## config.mk

```make
export PLATFORM = sky130hd
export DESIGN_NAME = eth_mac_tx
export DESIGN_NICKNAME = d
export VERILOG_FILES = /design/src/rtl/eth_pkg.sv /design/src/rtl/crc32_d8.sv /design/src/rtl/eth_mac_tx.sv
export SDC_FILE = /design/constraint.sdc
export NUM_CORES = 1
export LEC_CHECK = 0
export BUFFER_PORTS_ARGS = -buffer_cell sky130_fd_sc_hd__buf_2
export CAP_MARGIN = 20
export CELL_PAD_IN_SITES_DETAIL_PLACEMENT = 0
export CELL_PAD_IN_SITES_GLOBAL_PLACEMENT = 1
export CORE_MARGIN = 2
export CORE_UTILIZATION = 45
export DETAILED_ROUTE_END_ITERATION = 10
export GPL_TIMING_DRIVEN = 0
export HOLD_SLACK_MARGIN = 0.15
export PLACE_DENSITY = 0.83
export RECOVER_POWER = 100
export REMOVE_ABC_BUFFERS = 1
export SETUP_SLACK_MARGIN = 0.02
export SLEW_MARGIN = 30
export SYNTH_ARGS = -nofsm -noshare
export SYNTH_HDL_FRONTEND = slang
export SYNTH_SLANG_ARGS = --single-unit
```

## constraint.sdc

```tcl
create_clock -name clk -period 4.3 [get_ports clk]
set_clock_uncertainty 0.2 [all_clocks]
set_input_delay 0.215 -clock clk [delete_from_list [all_inputs] [get_ports clk]]
set_output_delay 0.215 -clock clk [all_outputs]
set_load 0.1 [all_outputs]
```

## src/rtl/eth_pkg.sv

```systemverilog
// eth_pkg: shared states, wire constants and FCS byte helper for the GMII transmit path
package eth_pkg;

    typedef enum logic [2:0] {
        ST_IDLE,
        ST_PREAMBLE,
        ST_SFD,
        ST_DATA,
        ST_PAD,
        ST_FCS,
        ST_IFG
    } state_e;

    localparam logic [7:0]  PREAMBLE_BYTE = 8'h55;
    localparam logic [7:0]  SFD_BYTE      = 8'hD5;
    localparam int          PREAMBLE_LEN  = 7;
    localparam logic [31:0] CRC_INIT      = 32'hFFFFFFFF;

    function automatic logic [7:0] fcs_byte(input logic [31:0] c, input logic [1:0] idx);
        logic [7:0] s;
        s = 8'(c >> {2'd3 - idx, 3'd0});
        return ~{s[0], s[1], s[2], s[3], s[4], s[5], s[6], s[7]};
    endfunction

endpackage

```

## src/rtl/crc32_d8.sv

```systemverilog
// crc32_d8: byte-wide MSB-first CRC-32 (0x04C11DB7), data bits consumed LSB first; clr beats en
module crc32_d8
    import eth_pkg::*;
(
    input  logic        clk,
    input  logic        rst_n,
    input  logic        crc_clr,
    input  logic        crc_en,
    input  logic [7:0]  data,
    output logic [31:0] crc_data
);

    localparam logic [31:0] POLY = 32'h04C11DB7;

    logic [31:0] crc_q, crc_d;

    always_comb begin
        crc_d = crc_q;
        for (int i = 0; i < 8; i++)
            crc_d = {crc_d[30:0], 1'b0} ^ ((crc_d[31] ^ data[i]) ? POLY : 32'h0);
    end

    always_ff @(posedge clk or negedge rst_n)
        if (!rst_n) crc_q <= CRC_INIT;
        else if (crc_clr) crc_q <= CRC_INIT;
        else if (crc_en) crc_q <= crc_d;

    assign crc_data = crc_q;

endmodule

```

## src/rtl/eth_mac_tx.sv

```systemverilog
// eth_mac_tx: GMII MAC transmitter - preamble/SFD, frame bytes, zero pad, FCS, IFG; underrun aborts
module eth_mac_tx
    import eth_pkg::*;
#(
    parameter int MIN_FRAME  = 60,
    parameter int IFG_CYCLES = 12
) (
    input  logic       clk,
    input  logic       rst_n,
    input  logic [7:0] s_data,
    input  logic       s_valid,
    input  logic       s_last,
    output logic       s_ready,
    output logic       gmii_tx_en,
    output logic       gmii_tx_er,
    output logic [7:0] gmii_txd,
    output logic       busy,
    output logic       frame_done,
    output logic       underrun
);

    localparam logic [16:0] MIN_P1   = 17'(MIN_FRAME + 1);
    localparam logic [15:0] PRE_LAST = 16'(PREAMBLE_LEN - 1);
    localparam logic [15:0] IFG_LAST = 16'(IFG_CYCLES - 1);

    state_e      state_q, state_d;
    logic [15:0] cnt_q, cnt_d, ph_q, ph_d, cnt_inc;
    logic        last_q, last_d;
    logic        en_d, er_d, done_d, ur_d, crc_en, accept, starve, need_pad;
    logic [7:0]  txd_d;
    logic [31:0] crc_data;

    // state names what is on the wire this cycle; outputs register what the next cycle shows
    assign s_ready  = state_q == ST_SFD || (state_q == ST_DATA && !last_q);
    assign busy     = state_q != ST_IDLE;
    assign accept   = s_ready && s_valid;
    assign starve   = s_ready && !s_valid;
    assign need_pad = ({1'b0, cnt_q} + 17'd1) < MIN_P1;
    assign cnt_inc  = &cnt_q ? cnt_q : cnt_q + 16'd1;

    always_comb begin
        state_d = state_q;
        cnt_d   = cnt_q;
        ph_d    = ph_q;
        last_d  = last_q;
        en_d    = 1'b1;
        er_d    = 1'b0;
        done_d  = 1'b0;
        ur_d    = 1'b0;
        txd_d   = 8'h00;
        crc_en  = 1'b0;
        case (state_q)
            ST_IDLE: begin
                en_d   = s_valid;
                cnt_d  = '0;
                ph_d   = '0;
                last_d = 1'b0;
                txd_d  = s_valid ? PREAMBLE_BYTE : 8'h00;
                if (s_valid) state_d = ST_PREAMBLE;
            end
            ST_PREAMBLE: begin
                ph_d  = ph_q + 16'd1;
                txd_d = ph_q == PRE_LAST ? SFD_BYTE : PREAMBLE_BYTE;
                if (ph_q == PRE_LAST) state_d = ST_SFD;
            end
            ST_SFD, ST_DATA, ST_PAD: begin
                if (starve) begin
                    state_d = ST_IFG;
                    er_d    = 1'b1;
                    ur_d    = 1'b1;
                    ph_d    = '0;
                end else if (accept) begin
                    state_d = ST_DATA;
                    txd_d   = s_data;
                    crc_en  = 1'b1;
                    cnt_d   = cnt_inc;
                    last_d  = s_last;
                end else begin
                    // last byte is on the wire: queue a pad byte or the first FCS byte
                    ph_d    = '0;
                    state_d = need_pad ? ST_PAD : ST_FCS;
                    crc_en  = need_pad;
                    cnt_d   = need_pad ? cnt_inc : cnt_q;
                    txd_d   = need_pad ? 8'h00 : fcs_byte(crc_data, 2'd0);
                end
            end
            ST_FCS: begin
                ph_d   = ph_q == 16'd3 ? '0 : ph_q + 16'd1;
                en_d   = ph_q != 16'd3;
                done_d = ph_q == 16'd3;
                txd_d  = ph_q == 16'd3 ? 8'h00 : fcs_byte(crc_data, ph_q[1:0] + 2'd1);
                if (ph_q == 16'd3) state_d = ST_IFG;
            end
            ST_IFG: begin
                // the error cycle of an aborted frame does not count toward the gap
                en_d = 1'b0;
                ph_d = gmii_tx_er ? ph_q : ph_q + 16'd1;
                if (!gmii_tx_er && ph_q == IFG_LAST) state_d = ST_IDLE;
            end
        endcase
    end

    always_ff @(posedge clk or negedge rst_n) begin
        if (!rst_n) begin
            state_q    <= ST_IDLE;
            cnt_q      <= '0;
            ph_q       <= '0;
            last_q     <= 1'b0;
            gmii_tx_en <= 1'b0;
            gmii_tx_er <= 1'b0;
            gmii_txd   <= 8'h00;
            frame_done <= 1'b0;
            underrun   <= 1'b0;
        end else begin
            state_q    <= state_d;
            cnt_q      <= cnt_d;
            ph_q       <= ph_d;
            last_q     <= last_d;
            gmii_tx_en <= en_d;
            gmii_tx_er <= er_d;
            gmii_txd   <= txd_d;
            frame_done <= done_d;
            underrun   <= ur_d;
        end
    end

    crc32_d8 u_crc (
        .clk      (clk),
        .rst_n    (rst_n),
        .crc_clr  (state_q == ST_IDLE),
        .crc_en   (crc_en),
        .data     (txd_d),
        .crc_data (crc_data)
    );

endmodule

```

# Word-level counts from Yosys, hierarchy flattened
# Index checks and enable logic that the tools add are counted.
# op_classes
n_addsub,5
n_mul,0
n_div,0
n_lt_le_gt_ge,1
n_eq_ne,19
n_shift,1
n_mux,45
bitwise,18
reduce_logical,19
# ops
operator,count
$xor A32 B32 Y32,8
$mux W27,8
$mux W16,8
$pmux W16 S5,1
$mux W32,2
$mux W8,5
$add A16 B1 Y16 const B,2
$pmux W16 S2,1
$pmux W8 S4,1
$shr A32 B5 Y8,1
$mux W3,6
$add A16 B1 Y17 const B,1
$lt A17 B6 Y1 const B,1
$eq A16 B2 Y1 const B,1
$eq A16 B3 Y1 const B,1
$eq A16 B4 Y1 const B,1
$ne A16 B2 Y1 const B,1
$not A8 Y8,2
$reduce_and A16 Y1,1
$pmux W3 S5,1
$ne A2 B2 Y1 const B,7
$eq A3 B3 Y1 const B,3
$mux W1,9
$reduce_and A3 Y1,3
other kinds (18),33
# word_totals
register_bits,79
latch_bits,0
ram_bits,0
romBits,0
input_bits,12
output_inout_bits,14
elab_cells,117
n_memories,0

# Longest topological paths before layout
# logic_depth
ltp_word,33
mapped_depth,13
ltp_nobuf,11

# Cells and area by module
# Synthesis repeated with hierarchy kept, for this count alone.
# hier_totals
hier_cells,525
hier_area_um2,5198.7
# by_module_without_submodules
module,n_inst,cells_per_inst,area_per_inst_um2,seq_area_each_um2
eth_mac_tx,1,345,3129.3,1176.1
crc32_d8,1,180,2069.5,840.8

# Worst setup path before layout
# No wires, ideal clock.
# synth_path
kind,reg-to-reg
from,register ph_q[0]
to,register u_crc.crc_q[11] (netlist: u_crc.crc_data[11])
setup_ns,0.073
arrival_time_ns,3.580
slack_ns,0.447
path_stages_with_launch,14
n_path_buf,2
cell_sequence,dfrtp_1 buf_1 inv_1 ha_1 buf_1 mux4_2 o31ai_1 nor3_1 a211oi_1 a21bo_2 xnor2_1 xnor2_1 xnor2_1 a21oi_1
# synth_via
elab_chain_cells,20
word_cells_on_any_way,31
# synth_rtl
element,line_no,source
"start, declared",eth_mac_tx.sv:27,"logic [15:0] cnt_q, cnt_d, ph_q, ph_d, cnt_inc;"
"start signal, assigned",eth_mac_tx.sv:117,ph_q <= ph_d;
$add A2 B1 Y2,eth_mac_tx.sv:91,"txd_d = ph_q == 16'd3 ? 8'h00 : fcs_byte(crc_data, ph_q[1:0] + 2'd1);"
$sub A2 B2 Y2,eth_pkg.sv:21,"s = 8'(c >> {2'd3 - idx, 3'd0});"
$shr A32 B5 Y8,eth_pkg.sv:21,
$not A8 Y8,eth_pkg.sv:22,"return ~{s[0], s[1], s[2], s[3], s[4], s[5], s[6], s[7]};"
$mux W8,eth_mac_tx.sv:91,
$pmux W8 S4 (*),eth_mac_tx.sv:52,case (state_q)
$xor A1 B1 Y1,crc32_d8.sv:20,"crc_d = {crc_d[30:0], 1'b0} ^ ((crc_d[31] ^ data[i]) ? POLY : 32'h0);"
$mux W27,crc32_d8.sv:20,
$xor A32 B32 Y32 (6 in series),crc32_d8.sv:20,
$xor A1 B1 Y1,crc32_d8.sv:20,
$mux W27,crc32_d8.sv:20,
$xor A32 B32 Y32,crc32_d8.sv:20,
$xor A32 B32 Y32 (*),crc32_d8.sv:20,
$mux W32 (*),crc32_d8.sv:26,else if (crc_en) crc_q <= crc_d;
$mux W32 (*),crc32_d8.sv:25,else if (crc_clr) crc_q <= CRC_INIT;
"end signal, assigned",crc32_d8.sv:26,
"end, declared",crc32_d8.sv:15,"logic [31:0] crc_q, crc_d;"
# Mark *: on every way between the ends. The rest lies on a longest branch, timed or not. The select of a mux whose other input is x is not followed.
# A chain may end at the register's enable or synchronous reset.

# Worst setup path in the final report
# layout_path
from,register cnt_q[0]
to,register u_crc.crc_q[4] (netlist: u_crc.crc_data[4])
# layout_via
elab_chain_cells,19
word_cells_on_any_way,29
# layout_rtl
element,line_no,source
"start, declared",eth_mac_tx.sv:27,
"start signal, assigned",eth_mac_tx.sv:116,cnt_q <= cnt_d;
$add A16 B1 Y17 (*),eth_mac_tx.sv:38,"assign need_pad = ({1'b0, cnt_q} + 17'd1) < MIN_P1;"
$lt A17 B6 Y1 (*),eth_mac_tx.sv:38,
$mux W8,eth_mac_tx.sv:84,"txd_d = need_pad ? 8'h00 : fcs_byte(crc_data, 2'd0);"
$mux W8,eth_mac_tx.sv:72,end else if (accept) begin
$mux W8,eth_mac_tx.sv:67,if (starve) begin
$pmux W8 S4,eth_mac_tx.sv:52,
$xor A1 B1 Y1,crc32_d8.sv:20,
$mux W27,crc32_d8.sv:20,
$xor A32 B32 Y32 (6 in series),crc32_d8.sv:20,
$xor A1 B1 Y1,crc32_d8.sv:20,
$mux W27,crc32_d8.sv:20,
$xor A32 B32 Y32,crc32_d8.sv:20,
$mux W32,crc32_d8.sv:26,
$mux W32,crc32_d8.sv:25,
# Marks and branches as above.

==> flow_metrics.tcl <==
set metrics [dict create \
    crit_top_cell "xnor2_2" \
    rsz0062_at_grt "no" \
    track_usage_pct 20.86 \
    final_antenna_net_count 0 \
    status "complete, no violations" \
    root_buffer "clkbuf_16" \
    port_buffers 25 \
    cp_top_family "simple AND/OR/NAND/NOR gates" \
    cts_tree "built" \
    critPathArrivalTime_ns 4.12 \
    routed_wl_um 12560 \
    fin_setup_tns_ns 0 \
    rows 39 \
    die_h_um 110.9 \
    grt_pass1_wl_um 20690 \
    n_antenna_cell 0 \
    drt_iter0_drc 313 \
    path_cells "ha_1 -> nand3_2 -> nor3_2 -> mux2i_1 -> nor4_4 -> a21o_2 -> o31ai_2 -> xnor2_2 -> xnor2_2 -> xor2_1 -> a21oi_1" \
    critPathSlowestCell "nor4_4" \
    finalCriticalPeriod_ns 4.044 \
    syn_inst 559 \
    yosys.area.top_type "dfrtp_1" \
    post-route-drc-count 0 \
    async_flop_share_pct 100.0 \
    synth.most_common_cell "o21ai_0" \
    yosysUniqueCellTypes 54 \
    routed_via_density 5.868 \
    post_drt_wl_per_cell_um 17.25 \
    vias 4272 \
    regArea_mm2 0.002018 \
    drv_slew 0 \
    crit_type "reg2reg" \
    cp.required_ns 4.37 \
    finalHoldViolations 0 \
    postCtsSetupRepairBufs 0 \
    syn_area_mm2 0.005140 \
    cp_max_fo 11 \
    cp-start-kind "register" \
    antenna_found_initial 0 \
    clk_latency_ns 0.34 \
    fin_crit_sh_pct 94.06 \
    cap_violations 0 \
    cts_buffers 9 \
    syn_area_per_cell_um2 9.195 \
    endpoint_kind "register" \
    slew_headroom_pct 12.43 \
    drt_first_pass_iters 5 \
    grt_pass1_vias 4072 \
    final_layout_size_suffix_gt1_share_pct 16.92 \
    synthTopCellsByCount "o21ai_0 (54), dfrtp_1 (47), a21oi_1 (45)" \
    synth-seq-cells 79 \
    ys_seq_area_share_pct 39.24 \
    hp-class "in2reg" \
    area_growth_pct 12.54 \
    finalSetupViolCount 0 \
    htreeDepth 3 \
    synth_top_area_share_pct 22.88 \
    clk_pin_slew_ns 0.06 \
    die-area_mm2 0.01229 \
    fillers 1010 \
    critical-path-max-stage-delay_ns 0.67 \
    start_util_pct 45.60 \
    dp_hpwl_um 8559 \
    clockBufferDepth 2 \
    max_freq_mhz 247.3 \
    synth_edf_count 0 \
    grt_max_degree 47 \
    final_nets 595 \
    coreArea_mm2 0.01127 \
    num_io_pins 26 \
    ys_top_cells_by_area "dfrtp_1 (23%), dfstp_2 (16%), xnor2_1 (7.5%)" \
    place_congestion 0.8524 \
    yosys_warnings 0 \
    clock-sinks 79 \
    ys.flop_type "dfrtp_1" \
    multi_input_area_mm2 0.002997 \
    cp_num_buf_inv 0 \
    overflow 0 \
    fp.dieW_um 110.9 \
    max_slew.worst_pin.slew_ns 1.314 \
]
-- through the flow --
step                      util [%]  setup slack (ns)  std cells  hold WS, ns  instance area, µm²
final                        51.32            0.2556        728       0.1463                5784
after global routing         51.32           0.03519        728       0.1967                5784
after global placement       47.11            -2.238        694       0.2847                5310
after detailed placement     48.24          0.005710        701     -0.07095                5438
after floorplan                  -           -0.4223        526      -0.2806                5006
after CTS                    51.68           0.02760        728       0.1519                5826
-- kinds of logic (layout without fill, tap and decap cells) --
family | after synthesis | count (layout) | synth area share (%)
simple gates | 188 | 188 | 18.55
compound gates | 162 | 162 | 20.52
flops | 79 | 79 | 39.24
xor+xnor | 73 | 73 | 13.02
buf+inv | 39 | 65 | 3.043
mux | 15 | 15 | 4.893
fa+ha+maj | 3 | 3 | 0.7304
-- final timing paths --
kind | slack (ns) | cells after the start | startpoint | endpoint
worst max-delay path | 0.26 | 11 | cnt_q[0] | u_crc.crc_data[4]
worst min-delay path | 0.15 | 4 | s_data[7] | gmii_txd[7]
worst max register to register | 0.26 | 11 | cnt_q[0] | u_crc.crc_data[4]
worst min register to register | 0.32 | 2 | last_q | last_q
max in group asynchronous | 1.56 | 3 | rst_n | gmii_txd[0]
min in group asynchronous | 1.01 | 2 | rst_n | u_crc.crc_data[13]
-- registers in the layout, indices dropped and copies added, names as in the netlist --
name	cells
u_crc.crc_data	32
cnt_q	16
ph_q	16
gmii_txd	8
state_q	3
frame_done	1
gmii_tx_en	1
last_q	1
underrun	1
-- final cells by class --
type / count / area share [%]
well taps: 143 / 3.093
repair buffers: 43 / 5.040
flip-flops and latches: 79 / 34.89
multi-input cells: 441 / 51.81
clock buffers: 12 / 4.434
inverters: 6 / 0.3894
clock inverters: 4 / 0.3461
-- layer usage --
layer / vias up / global-route usage [%] / part of all wire, %
met4: 0 / 7.917 / 2.3
met2: 84 / 33.13 / 48
met1: 2106 / 28.88 / 47
met3: 19 / 3.280 / 3.4
li1: 2063 / - / -
met5: - / 0 / 0
-- placed cells by master (no fill, tap or decap), drive strengths merged, types with 5 or more instances in the layout --
cell type    instances
inv                  6
nand2b               8
xnor2               46
clkbuf              29
dlygate4sd3         11
mux2i                6
nor2b                7
nand3               12
o31ai               17
xor2                27
nor4                 7
nor3                40
o21ai               54
nand4                5
nor2                35
a31oi                8
and3                 8
a21oi               46
buf                 15
or3                  7
a21o                10
dfstp               32
nand2               43
and2                 8
dfrtp               47
mux4                 8
a211oi               5
-- worst register-to-register path, delay by kind of cell (launching register included) --
kind            cells  cell delay, ns
flops               1            0.44
xor+xnor            3            0.91
fa+ha+maj           1            0.31
mux                 1            0.15
simple gates        3            1.18
compound gates      3            0.79
-- repair_timing --
action	in CTS	in global routing
endpoints found under the hold margin	73	0
setup endpoints to repair	6	27
gates resized for setup	1	3
pin swaps	0	1
hold buffers	11	0
Power is left out: the tool's default activity adds up to more than one toggle a clock period on the data nets, which glitch-free logic cannot reach.
